==> src/rtl/hilo_mul_sequencer.sv <==
// hilo_mul_sequencer: multi-cycle HI/LO multiply sequencer for the EX stage.
// Iterative shift-add multiply retiring BITS_PER_CYCLE multiplier bits per cycle.
// Optional divide support (div/divu, restoring) when HILO_DIV_EN is defined.
module hilo_mul_sequencer #(
  parameter  int BITS_PER_CYCLE = 1,
  localparam int ITERS          = 32 / BITS_PER_CYCLE
) (
  input  logic        Clk,
  input  logic        Rst,
  input  logic        Start,
  input  logic [5:0]  ALUOp,
  input  logic [31:0] A,
  input  logic [31:0] B,
  input  logic        Abort,
  output logic        Stall,
  output logic        Busy,
  output logic [31:0] Hi,
  output logic [31:0] Lo,
  output logic [31:0] Result,
  output logic        ResultValid
);

  localparam logic [5:0] OP_MUL   = 6'b000011;
  localparam logic [5:0] OP_MULT  = 6'b000100;
  localparam logic [5:0] OP_MULTU = 6'b000101;
  localparam logic [5:0] OP_MADD  = 6'b000110;
  localparam logic [5:0] OP_MSUB  = 6'b000111;
  localparam logic [5:0] OP_MTHI  = 6'b010110;
  localparam logic [5:0] OP_MTLO  = 6'b010111;
  localparam logic [5:0] OP_MFHI  = 6'b011000;
  localparam logic [5:0] OP_MFLO  = 6'b011001;
`ifdef HILO_DIV_EN
  localparam logic [5:0] OP_DIV   = 6'b011101;
  localparam logic [5:0] OP_DIVU  = 6'b011110;
`endif

  typedef enum logic [1:0] {IDLE, ITER, FIN} state_t;

  state_t      state_q, state_d;
  logic [4:0]  cnt_q, cnt_d;
  logic [5:0]  op_q, op_d;
  logic        neg_q, neg_d;        // final product/quotient is negative
  logic [63:0] acc_q, acc_d;        // product accumulator / {rem, dividend}
  logic [63:0] mcand_q, mcand_d;    // multiplicand, pre-shifted each iteration
  logic [31:0] mplier_q, mplier_d;  // multiplier (consumed LSB first) / divisor
  logic [31:0] hi_q, hi_d, lo_q, lo_d, result_q, result_d;
  logic        rv_q, rv_d;
`ifdef HILO_DIV_EN
  logic        rneg_q, rneg_d;      // remainder follows the dividend sign
  logic [31:0] a_q, a_d;            // raw dividend for the divide-by-zero case
  logic [32:0] rem_t;
  logic [31:0] quo_t, quo_f, rem_f;
  logic        is_div;
`endif

  logic        is_mulcls, is_moveto, is_movefrom, is_mul, is_signed;
  logic [63:0] prod;

  // Magnitude of a possibly-signed operand; 0x80000000 maps to itself,
  // which is the correct unsigned magnitude (the 33-bit result fits in 32).
  function automatic logic [31:0] mag(input logic [31:0] v, input logic sgn);
    return (sgn && v[31]) ? (~v + 32'd1) : v;
  endfunction

  assign is_mul      = (ALUOp == OP_MUL);
  assign is_mulcls   = is_mul || (ALUOp == OP_MULT) || (ALUOp == OP_MULTU) ||
                       (ALUOp == OP_MADD) || (ALUOp == OP_MSUB);
  assign is_moveto   = (ALUOp == OP_MTHI) || (ALUOp == OP_MTLO);
  assign is_movefrom = (ALUOp == OP_MFHI) || (ALUOp == OP_MFLO);
`ifdef HILO_DIV_EN
  assign is_div      = (ALUOp == OP_DIV) || (ALUOp == OP_DIVU);
  assign is_signed   = (ALUOp != OP_MULTU) && (ALUOp != OP_DIVU);
`else
  assign is_signed   = (ALUOp != OP_MULTU);
`endif

  assign Busy        = (state_q != IDLE);
  assign Hi          = hi_q;
  assign Lo          = lo_q;
  assign Result      = result_q;
  assign ResultValid = rv_q;
  assign prod        = neg_q ? (~acc_q + 64'd1) : acc_q;

  // Hold HI/LO users while busy; hold a mul in EX until its result strobe,
  // at which point it is released and must not be re-accepted.
`ifdef HILO_DIV_EN
  assign Stall = Start && ((Busy && (is_mulcls || is_moveto || is_movefrom || is_div)) ||
                           (is_mul && !rv_q));
`else
  assign Stall = Start && ((Busy && (is_mulcls || is_moveto || is_movefrom)) ||
                           (is_mul && !rv_q));
`endif

  // Next-state: accept/iterate/finish; Abort overrides everything.
  always_comb begin
    state_d  = state_q;
    cnt_d    = cnt_q;
    op_d     = op_q;
    neg_d    = neg_q;
    acc_d    = acc_q;
    mcand_d  = mcand_q;
    mplier_d = mplier_q;
    hi_d     = hi_q;
    lo_d     = lo_q;
    result_d = result_q;
    rv_d     = 1'b0;
`ifdef HILO_DIV_EN
    rneg_d   = rneg_q;
    a_d      = a_q;
    rem_t    = {1'b0, acc_q[63:32]};
    quo_t    = acc_q[31:0];
    quo_f    = neg_q  ? (~acc_q[31:0] + 32'd1)  : acc_q[31:0];
    rem_f    = rneg_q ? (~acc_q[63:32] + 32'd1) : acc_q[63:32];
`endif
    if (Abort) begin
      state_d = IDLE;
    end else begin
      unique case (state_q)
        IDLE: begin
          if (Start && is_mulcls && !(is_mul && rv_q)) begin
            state_d  = ITER;
            cnt_d    = 5'd0;
            op_d     = ALUOp;
            neg_d    = is_signed && (A[31] ^ B[31]);
            acc_d    = 64'd0;
            mcand_d  = {32'd0, mag(A, is_signed)};
            mplier_d = mag(B, is_signed);
`ifdef HILO_DIV_EN
          end else if (Start && is_div) begin
            state_d  = ITER;
            cnt_d    = 5'd0;
            op_d     = ALUOp;
            neg_d    = is_signed && (A[31] ^ B[31]);
            rneg_d   = is_signed && A[31];
            a_d      = A;
            acc_d    = {32'd0, mag(A, is_signed)};
            mplier_d = mag(B, is_signed);
`endif
          end else if (Start && (ALUOp == OP_MTHI)) begin
            hi_d = A;
          end else if (Start && (ALUOp == OP_MTLO)) begin
            lo_d = A;
          end
        end
        ITER: begin
          cnt_d = cnt_q + 5'd1;
          if (cnt_q == 5'(ITERS - 1)) state_d = FIN;
`ifdef HILO_DIV_EN
          if ((op_q == OP_DIV) || (op_q == OP_DIVU)) begin
            for (int k = 0; k < BITS_PER_CYCLE; k++) begin
              rem_t = {rem_t[31:0], quo_t[31]};
              quo_t = {quo_t[30:0], 1'b0};
              if (rem_t >= {1'b0, mplier_q}) begin
                rem_t    = rem_t - {1'b0, mplier_q};
                quo_t[0] = 1'b1;
              end
            end
            acc_d = {rem_t[31:0], quo_t};
          end else
`endif
          begin
            acc_d    = acc_q + mcand_q * 64'(mplier_q[BITS_PER_CYCLE-1:0]);
            mcand_d  = mcand_q << BITS_PER_CYCLE;
            mplier_d = mplier_q >> BITS_PER_CYCLE;
          end
        end
        FIN: begin
          state_d = IDLE;
          unique case (op_q)
            OP_MULT, OP_MULTU: {hi_d, lo_d} = prod;
            OP_MADD:           {hi_d, lo_d} = {hi_q, lo_q} + prod;
            OP_MSUB:           {hi_d, lo_d} = {hi_q, lo_q} - prod;
            OP_MUL: begin
              result_d = prod[31:0];
              rv_d     = 1'b1;
            end
`ifdef HILO_DIV_EN
            OP_DIV, OP_DIVU: begin
              if (mplier_q == 32'd0) begin
                hi_d = a_q;
                lo_d = 32'hFFFF_FFFF;
              end else begin
                hi_d = rem_f;
                lo_d = quo_f;
              end
            end
`endif
            default: ;
          endcase
        end
        default: state_d = IDLE;
      endcase
    end
  end

  // State and datapath registers with synchronous reset.
  always_ff @(posedge Clk) begin
    if (Rst) begin
      state_q  <= IDLE;
      cnt_q    <= 5'd0;
      op_q     <= 6'd0;
      neg_q    <= 1'b0;
      acc_q    <= 64'd0;
      mcand_q  <= 64'd0;
      mplier_q <= 32'd0;
      hi_q     <= 32'd0;
      lo_q     <= 32'd0;
      result_q <= 32'd0;
      rv_q     <= 1'b0;
`ifdef HILO_DIV_EN
      rneg_q   <= 1'b0;
      a_q      <= 32'd0;
`endif
    end else begin
      state_q  <= state_d;
      cnt_q    <= cnt_d;
      op_q     <= op_d;
      neg_q    <= neg_d;
      acc_q    <= acc_d;
      mcand_q  <= mcand_d;
      mplier_q <= mplier_d;
      hi_q     <= hi_d;
      lo_q     <= lo_d;
      result_q <= result_d;
      rv_q     <= rv_d;
`ifdef HILO_DIV_EN
      rneg_q   <= rneg_d;
      a_q      <= a_d;
`endif
    end
  end

endmodule

==> config.mk <==
export PLATFORM = sky130hd
export DESIGN_NAME = hilo_mul_sequencer
export DESIGN_NICKNAME = d
export VERILOG_FILES = /design/src/rtl/hilo_mul_sequencer.sv
export SDC_FILE = /design/constraint.sdc
export NUM_CORES = 1
export LEC_CHECK = 0
export CAP_MARGIN = 20
export CELL_PAD_IN_SITES_DETAIL_PLACEMENT = 2
export CELL_PAD_IN_SITES_GLOBAL_PLACEMENT = 2
export CORE_UTILIZATION = 35
export CTS_CLUSTER_SIZE = 14
export DETAILED_ROUTE_END_ITERATION = 10
export PLACE_DENSITY = 0.8
export SKIP_CTS_REPAIR_TIMING = 1
export SLEW_MARGIN = 20
export SYNTH_ARGS = -nofsm -noshare
export SYNTH_HDL_FRONTEND = slang
export SYNTH_SLANG_ARGS = --single-unit
export TNS_END_PERCENT = 30
==> constraint.sdc <==
create_clock -name Clk -period 6.05 [get_ports Clk]
set_clock_uncertainty 0.1 [all_clocks]
set_input_delay 0.9075 -clock Clk [delete_from_list [all_inputs] [get_ports Clk]]
set_output_delay 0.9075 -clock Clk [all_outputs]
set_load 0.01 [all_outputs]
Word level (Yosys, flattened, before mapping)
Index checks and enable logic that the tools add are counted.
{"block": "classes", "n_bitwise": 6, "reduce_logical": 35, "n_addsub": 7, "multipliers": 1, "n_mux": 24, "eq_ne": 25}
{"op": "2-to-1 mux 32 bit", "n": 8}
{"op": "case mux 64 bit (2 select lines)", "n": 2}
{"op": "2-to-1 mux 64 bit", "n": 3}
{"op": "case mux 32 bit (2 select lines)", "n": 3}
{"op": "case mux 32 bit (3 select lines)", "n": 2}
{"op": "adder 64 bit", "n": 2}
{"op": "adder 32 x 1 -> 32 bit (second input constant)", "n": 2}
{"op": "adder 64 x 1 -> 64 bit (second input constant)", "n": 1}
{"op": "multiplier 64 x 1 -> 64 bit", "n": 1}
{"op": "NOT 32 bit", "n": 2}
{"op": "NOT 64 bit", "n": 1}
{"op": "subtractor 64 bit", "n": 1}
{"op": "equality test 6 x 3 -> 1 bit (second input constant)", "n": 8}
{"op": "equality test 6 x 5 -> 1 bit (second input constant)", "n": 4}
{"op": "equality test 6 x 2 -> 1 bit (second input constant)", "n": 2}
{"op": "!= test 2 bit (second input constant)", "n": 6}
{"op": "logical AND 1 bit", "n": 11}
{"op": "case mux 5 bit (2 select lines)", "n": 1}
{"op": "logical OR 1 bit", "n": 9}
{"op": "AND reduction 3 bit", "n": 3}
{"op": "!= test 6 x 3 -> 1 bit (second input constant)", "n": 1}
{"op": "AND reduction 6 bit", "n": 1}
{"op": "nonzero test 2 bit", "n": 3}
{"op": "adder 5 x 1 -> 5 bit (second input constant)", "n": 1}
{"op": "16 further kinds", "n": 20}
{"block": "word_totals", "wordCells": 109, "regBits": 271, "input_bits": 74, "output_inout_bits": 99}

Logic depth before layout (Yosys ltp)
Gate-level depths: netlist (run 1).
{"block": "logic_depth", "word_depth": 10, "ltp_mapped": 23, "depth_no_buf": 21}

Least setup slack after synthesis (run 1)
OpenSTA, ideal clock, no wires.
{"block": "synth_timing", "path_kind": "register -> register", "startpoint": "reg acc_q[2]", "endpoint": "reg hi_q[22] (netlist: Hi[22])", "required_time_ns": 5.871, "arrival_time_ns": 5.347, "setup_time_ns": 0.079, "period_less_slack_ns": 5.526, "path_buffers": 2, "stages_incl_launch_ff": 20, "slack_ns": 0.524, "cell_sequence": "dfxtp_1 > nor4_1 > nand3b_1 > or3_1 > clkbuf_1 > o21ai_0 > xor2_1 > inv_1 > ha_1 > clkbuf_1 > or4_1 > nand2b_1 > nand2b_1 > or4b_2 > a2111o_1 > a21oi_1 > o21ai_0 > a31oi_1 > or4b_2 > o211ai_1"}
{"block": "synth_between", "elab_chain_len": 6, "word_cells_on_any_way": 7, "cone_classes": "add/sub (3); mux (3); bitwise (1)"}
{"element": "start, declared", "line": "43", "rtl": "logic [63:0] acc_q, acc_d;"}
{"element": "start signal, assigned", "line": "203", "rtl": "acc_q <= 64'd0;"}
{"element": "start signal, assigned", "line": "219", "rtl": "acc_q <= acc_d;"}
{"element": "NOT 64 bit (*)", "line": "82", "rtl": "assign prod = neg_q ? (~acc_q + 64'd1) : acc_q;"}
{"element": "adder 64 x 1 -> 64 bit (*)", "line": "82"}
{"element": "2-to-1 mux 64 bit (*)", "line": "82"}
{"element": "net prod[16]", "line": "57", "rtl": "logic [63:0] prod;"}
{"element": "subtractor 64 bit / adder 64 bit (equally long branches)", "line": "172, 171"}
{"element": "case mux 32 bit (3 select lines) (*)", "line": "169", "rtl": "unique case (op_q)"}
{"element": "case mux 32 bit (2 select lines) (*)", "line": "118", "rtl": "unique case (state_q)"}
{"element": "end signal, assigned", "line": "222", "rtl": "hi_q <= hi_d;"}
{"element": "end, declared", "line": "46", "rtl": "logic [31:0] hi_q, hi_d, lo_q, lo_d, result_q, result_d;"}
Mark *: on every way through the listed nets, which the timed path passes. The rest lies on a longest branch.
A chain may end at the register's enable or synchronous reset.

Final worst setup path (run 1)
{"block": "layout_timing", "startpoint": "reg acc_q[14]", "endpoint": "reg hi_q[19] (netlist: Hi[19])"}
{"block": "layout_between", "elab_chain_len": 6, "word_cells_on_any_way": 7, "cone_classes": "add/sub (3); mux (3); bitwise (1)"}
{"element": "NOT 64 bit", "line": "82"}
{"element": "adder 64 x 1 -> 64 bit", "line": "82"}
{"element": "2-to-1 mux 64 bit (*)", "line": "82"}
{"element": "subtractor 64 bit / adder 64 bit (equally long branches)", "line": "172, 171"}
{"element": "case mux 32 bit (3 select lines) (*)", "line": "169"}
{"element": "case mux 32 bit (2 select lines) (*)", "line": "118"}
Mark *: on every way between the ends. The rest lies on a longest branch, timed or not.

==> out/results.txt, run 1 <==
The tools report the area enclosed by the die boundary as 74300 um2. Yosys printed 0 warnings. The area of combinational cells with multiple inputs is 18960 um2. Compared with the post-synthesis result, the final layout area differs by 20.23%. The filler cells instantiated in the layout total 8385. The final hold violation count came out at 0. The most used flip-flop cell after synthesis is sky130_fd_sc_hd__dfxtp_1. The maximum level of the CTS H-tree was 2. The routed layout has 30140 vias. The first detailed-routing pass took 5 iterations. Detailed routing placed a total of 61780 um of wire on met2. For this run the aggregate overflow at the end of global routing stands at 0. The run finished with clean final reports. Minimum period implied by the final worst setup slack: 5.943 ns. The overall power after layout was 4759 uW; the average wire length per cell after detail routing was 28.50 um. The share of power burned in combinational logic was 8.9%; the clock-pin slew of the registers on the worst-case setup and hold paths was 0.06 ns.

On the final layout, the worst hold slack is 0.3512 ns. In this run the horizontal extent of the chip is 272.6 um. A synthesized cell averages 7.036 um2.

The master cell of the clock root buffer was sky130_fd_sc_hd__clkbuf_16. The fraction of power consumed by the clock network came out at 53.3%. The number of buffers and inverters on the critical path is 3. For this run, the post-layout net count is 4115. The maximum vdd drop is 185.2 uV. The synthesized netlist contains 84 unique library cells. The final setup violation count is 0, and the total clock buffers created by CTS is 39.

Pin count of the biggest net entering global routing: 80. In this run the critical register-to-register path is launched from acc_q[14]. The slew at the pin closest to its max-slew limit came out at 1.112 ns. At the later pin of the worst-skew pair, clock insertion delay measures 0.58 ns.

The run gives 173 as the total I/O pin count. The fraction of power spent switching nets was 26.90%; the routability congestion estimate from global placement was 1.041. For this block, the initial DRC count from the detailed router was 2520. The vias per cell was 6.266; the initial core utilization was 35.60%.

The first global-routing pass estimated 202100 um of wire. Power density relative to cell area: 154.5 nW/um2. The layout cell share with drive strength beyond 1 is 9.018%. The cell type group with the largest total delay on the critical path is compound AO/OA/AOI/OAI gates. The tools report the internal portion of total power as 3479 uW. The startpoint identified for the worst hold timing path is Result[26]. Static timing analysis puts the maximum clock frequency at 168.3 MHz.

Global routing used 35.56% of the available tracks. The commonest cells after synthesis are sky130_fd_sc_hd__a21oi_1 (436), sky130_fd_sc_hd__nor2_1 (390), sky130_fd_sc_hd__nand2_1 (360), sky130_fd_sc_hd__dfxtp_1 (271), sky130_fd_sc_hd__o21ai_0 (257). The core region is 71980 um2. TritonCTS built the clock tree.

Tracing the worst setup path back leads to its startpoint at acc_q[14]. Of the synthesized area, sequential elements account for 21.17%. The logs give 0 for the total of max-cap violations and 103300 um for the post-detailed-placement half-perimeter wirelength. The worst pin sits at a relative slew slack of 25.87%. For the number of clock sinks, the log shows 271. Path category of the worst min-delay check: reg -> reg. Number of buffers inserted by port buffering: 172.

Wires add up to 137100 um. Top routing layer in use: met4. STA classifies the critical path startpoint as a register. The number of remaining DRC errors came out at 0. The logs give 0 ns for the setup TNS and 98 for the number of cell rows.

The signal on the critical path passes through or4_4 > or4_4 > or3_4 > or2_2 > o31ai_4 > xor2_2 > inv_1 > ha_1 > buf_4 > nand2_1 > o21ai_0 > inv_1 > o221ai_1 > a21o_1 > nor2_1 > o311ai_0 > o21ai_0 > xnor2_1 > a221oi_1 > a21o_1. STA classifies the critical path endpoint as a register. The number of nets in the synthesized netlist was 3927.

The synthesized area was 25630 um2. Data on the critical path arrives at its endpoint at 6.37 ns. In this run the remaining antenna-violating nets after routing total 0. The sequential cells in the finished layout cover a total of 5429 um2.

Registers are responsible for 37.8% of the overall power. In the post-synthesis netlist, the biggest area contributors are sky130_fd_sc_hd__dfxtp_1 (21%), sky130_fd_sc_hd__ha_1 (10%), sky130_fd_sc_hd__a21oi_1 (8.5%), sky130_fd_sc_hd__nor2_1 (5.7%), sky130_fd_sc_hd__nand2_1 (5.3%). Yosys mapped a number of flops with a built-in enable equal to 0. The worst-path maximum fanout works out to 9. The number of global-route vias before repair was 31270; the detailed route wirelength on metal3 was 8120 um.

The cell taking the most area after synthesis was sky130_fd_sc_hd__dfxtp_1. The register bit count reported by yosys works out to 271. The longest clock path from root to sink contains 3 buffers.

After technology mapping, the gate count stands at 3642. Summed over its instances, the top area cell type makes up 21.17% of the synthesized netlist area. The setup check on the worst reg-to-reg path leaves a slack of 0.11 ns. The die is 272.6 um tall.

At the worst endpoint, the required time is 6.48 ns. Summed over all nets, the switching power comes to 1280 uW. The period utilization is 98.23%, and the max-slew violation count is 0. The standby leakage power was 0.01245 uW. The slowest stage of the critical path is the sky130_fd_sc_hd__or4_4 cell. In the synthesized netlist the async set-or-reset flop fraction comes to 0%. The largest single stage delay on the critical path is 0.55 ns. The detailed router put a total of 61760 um of wire on met1. The most common cell in the netlist was sky130_fd_sc_hd__a21oi_1. By startpoint and endpoint, the worst setup path is classified as reg -> reg.

The tools report the initial antenna violation count as 3.
flip-flops by register name, summed over array words and instances (netlist names):
name and count:
acc_q 64, mcand_q 64, Hi 32, Lo 32
Result 32, mplier_q 32, op_q 6, cnt_q 5
state_q 2, ResultValid 1, neg_q 1
per-stage QoR:
step,util [%],instances,area (um2),worst slack [ns]
after floorplan,-,3642,25630,0.5243
after global placement,40.52,4730,29170,-0.005659
after detailed placement,40.52,4730,29170,-0.01256
after CTS,42.42,4800,30530,-0.08800
after global routing,42.80,4809,30810,-0.03029
final,42.81,4810,30810,0.1073
worst paths after layout:
| check | to | depth (start not counted) |
|---|---|---|
| setup / recovery | Hi[19] | 20 |
| hold / removal | Result[26] | 2 |
| setup reg to reg | Hi[19] | 20 |
| hold reg to reg | Result[26] | 2 |
layer usage:
metal  vias to the layer above  track usage (%)
met5                         -                0
li1                      13520                -
met1                     15420            48.36
met2                       985            56.55
met3                       225            4.455
met4                         0            14.62
cell families after synthesis:
family | synth area share, %
AO/OA/AOI/OAI | 30.74
multiplexers | 0.6738
flip-flops | 21.17
adder cells (fa/ha/maj) | 10.39
XOR/XNOR | 7.895
AND/OR/NAND/NOR | 23.26
buffers and inverters | 5.874
placed cells by master, fill, tap and decap left out, types with 57 or more instances in the layout:
master,Yosys,routed
sky130_fd_sc_hd__buf_4,3,196
sky130_fd_sc_hd__dfxtp_1,271,268
sky130_fd_sc_hd__ha_1,208,202
sky130_fd_sc_hd__inv_1,172,172
sky130_fd_sc_hd__xnor2_1,150,146
sky130_fd_sc_hd__nand3_1,101,99
sky130_fd_sc_hd__clkdlybuf4s50_1,0,171
sky130_fd_sc_hd__nor3_1,78,76
sky130_fd_sc_hd__o21ai_0,257,252
sky130_fd_sc_hd__and2_1,80,80
sky130_fd_sc_hd__nand2_1,360,359
sky130_fd_sc_hd__xor2_1,81,79
sky130_fd_sc_hd__a211oi_1,57,57
sky130_fd_sc_hd__a21o_1,57,57
sky130_fd_sc_hd__nor2_1,390,384
sky130_fd_sc_hd__a21oi_1,436,435
power by group through the flow:
| stage | clock (uW) | sequential [uW] | combinational [uW] |
|---|---|---|---|
| after CTS | 2570 | 1800 | 413 |
| after detailed placement | 0 | 1840 | 407 |
| after global placement | 0 | 1840 | 400 |
| final | 2530 | 1800 | 425 |
| after global routing | 2630 | 1800 | 440 |
| after floorplan | 0 | 1840 | 190 |
worst register-to-register path, cell delays in order, from the launching register on:
cell and delay [ns]:
sky130_fd_sc_hd__dfxtp_1 0.37, sky130_fd_sc_hd__or4_4 0.55, sky130_fd_sc_hd__or4_4 0.53, sky130_fd_sc_hd__or3_4 0.46, sky130_fd_sc_hd__or2_2 0.37, sky130_fd_sc_hd__o31ai_4 0.23
sky130_fd_sc_hd__xor2_2 0.28, sky130_fd_sc_hd__inv_1 0.09, sky130_fd_sc_hd__ha_1 0.36, sky130_fd_sc_hd__buf_4 0.20, sky130_fd_sc_hd__nand2_1 0.06, sky130_fd_sc_hd__o21ai_0 0.42
sky130_fd_sc_hd__inv_1 0.09, sky130_fd_sc_hd__o221ai_1 0.23, sky130_fd_sc_hd__a21o_1 0.18, sky130_fd_sc_hd__nor2_1 0.12, sky130_fd_sc_hd__o311ai_0 0.42, sky130_fd_sc_hd__o21ai_0 0.23
sky130_fd_sc_hd__xnor2_1 0.18, sky130_fd_sc_hd__a221oi_1 0.30, sky130_fd_sc_hd__a21o_1 0.12
layout make-up:
| type | count | share of cell area, % |
|---|---|---|
| inverters | 173 | 2.120 |
| clock inverters | 16 | 0.8122 |
| clock buffers | 54 | 3.614 |
| repair buffers | 369 | 10.43 |
| well taps | 950 | 3.858 |
| flip-flops and latches | 271 | 17.62 |
| multi-input cells | 2976 | 61.53 |
| diodes | 1 | 0.008122 |
(Power assumes the default switching activity.)
==> run 2, diff against run 1 <==
- CTS_CLUSTER_SIZE: 14 -> 30
==> results of run 2 <==
Same layout as run 1: the final DEF is identical, and so are final timing and power.
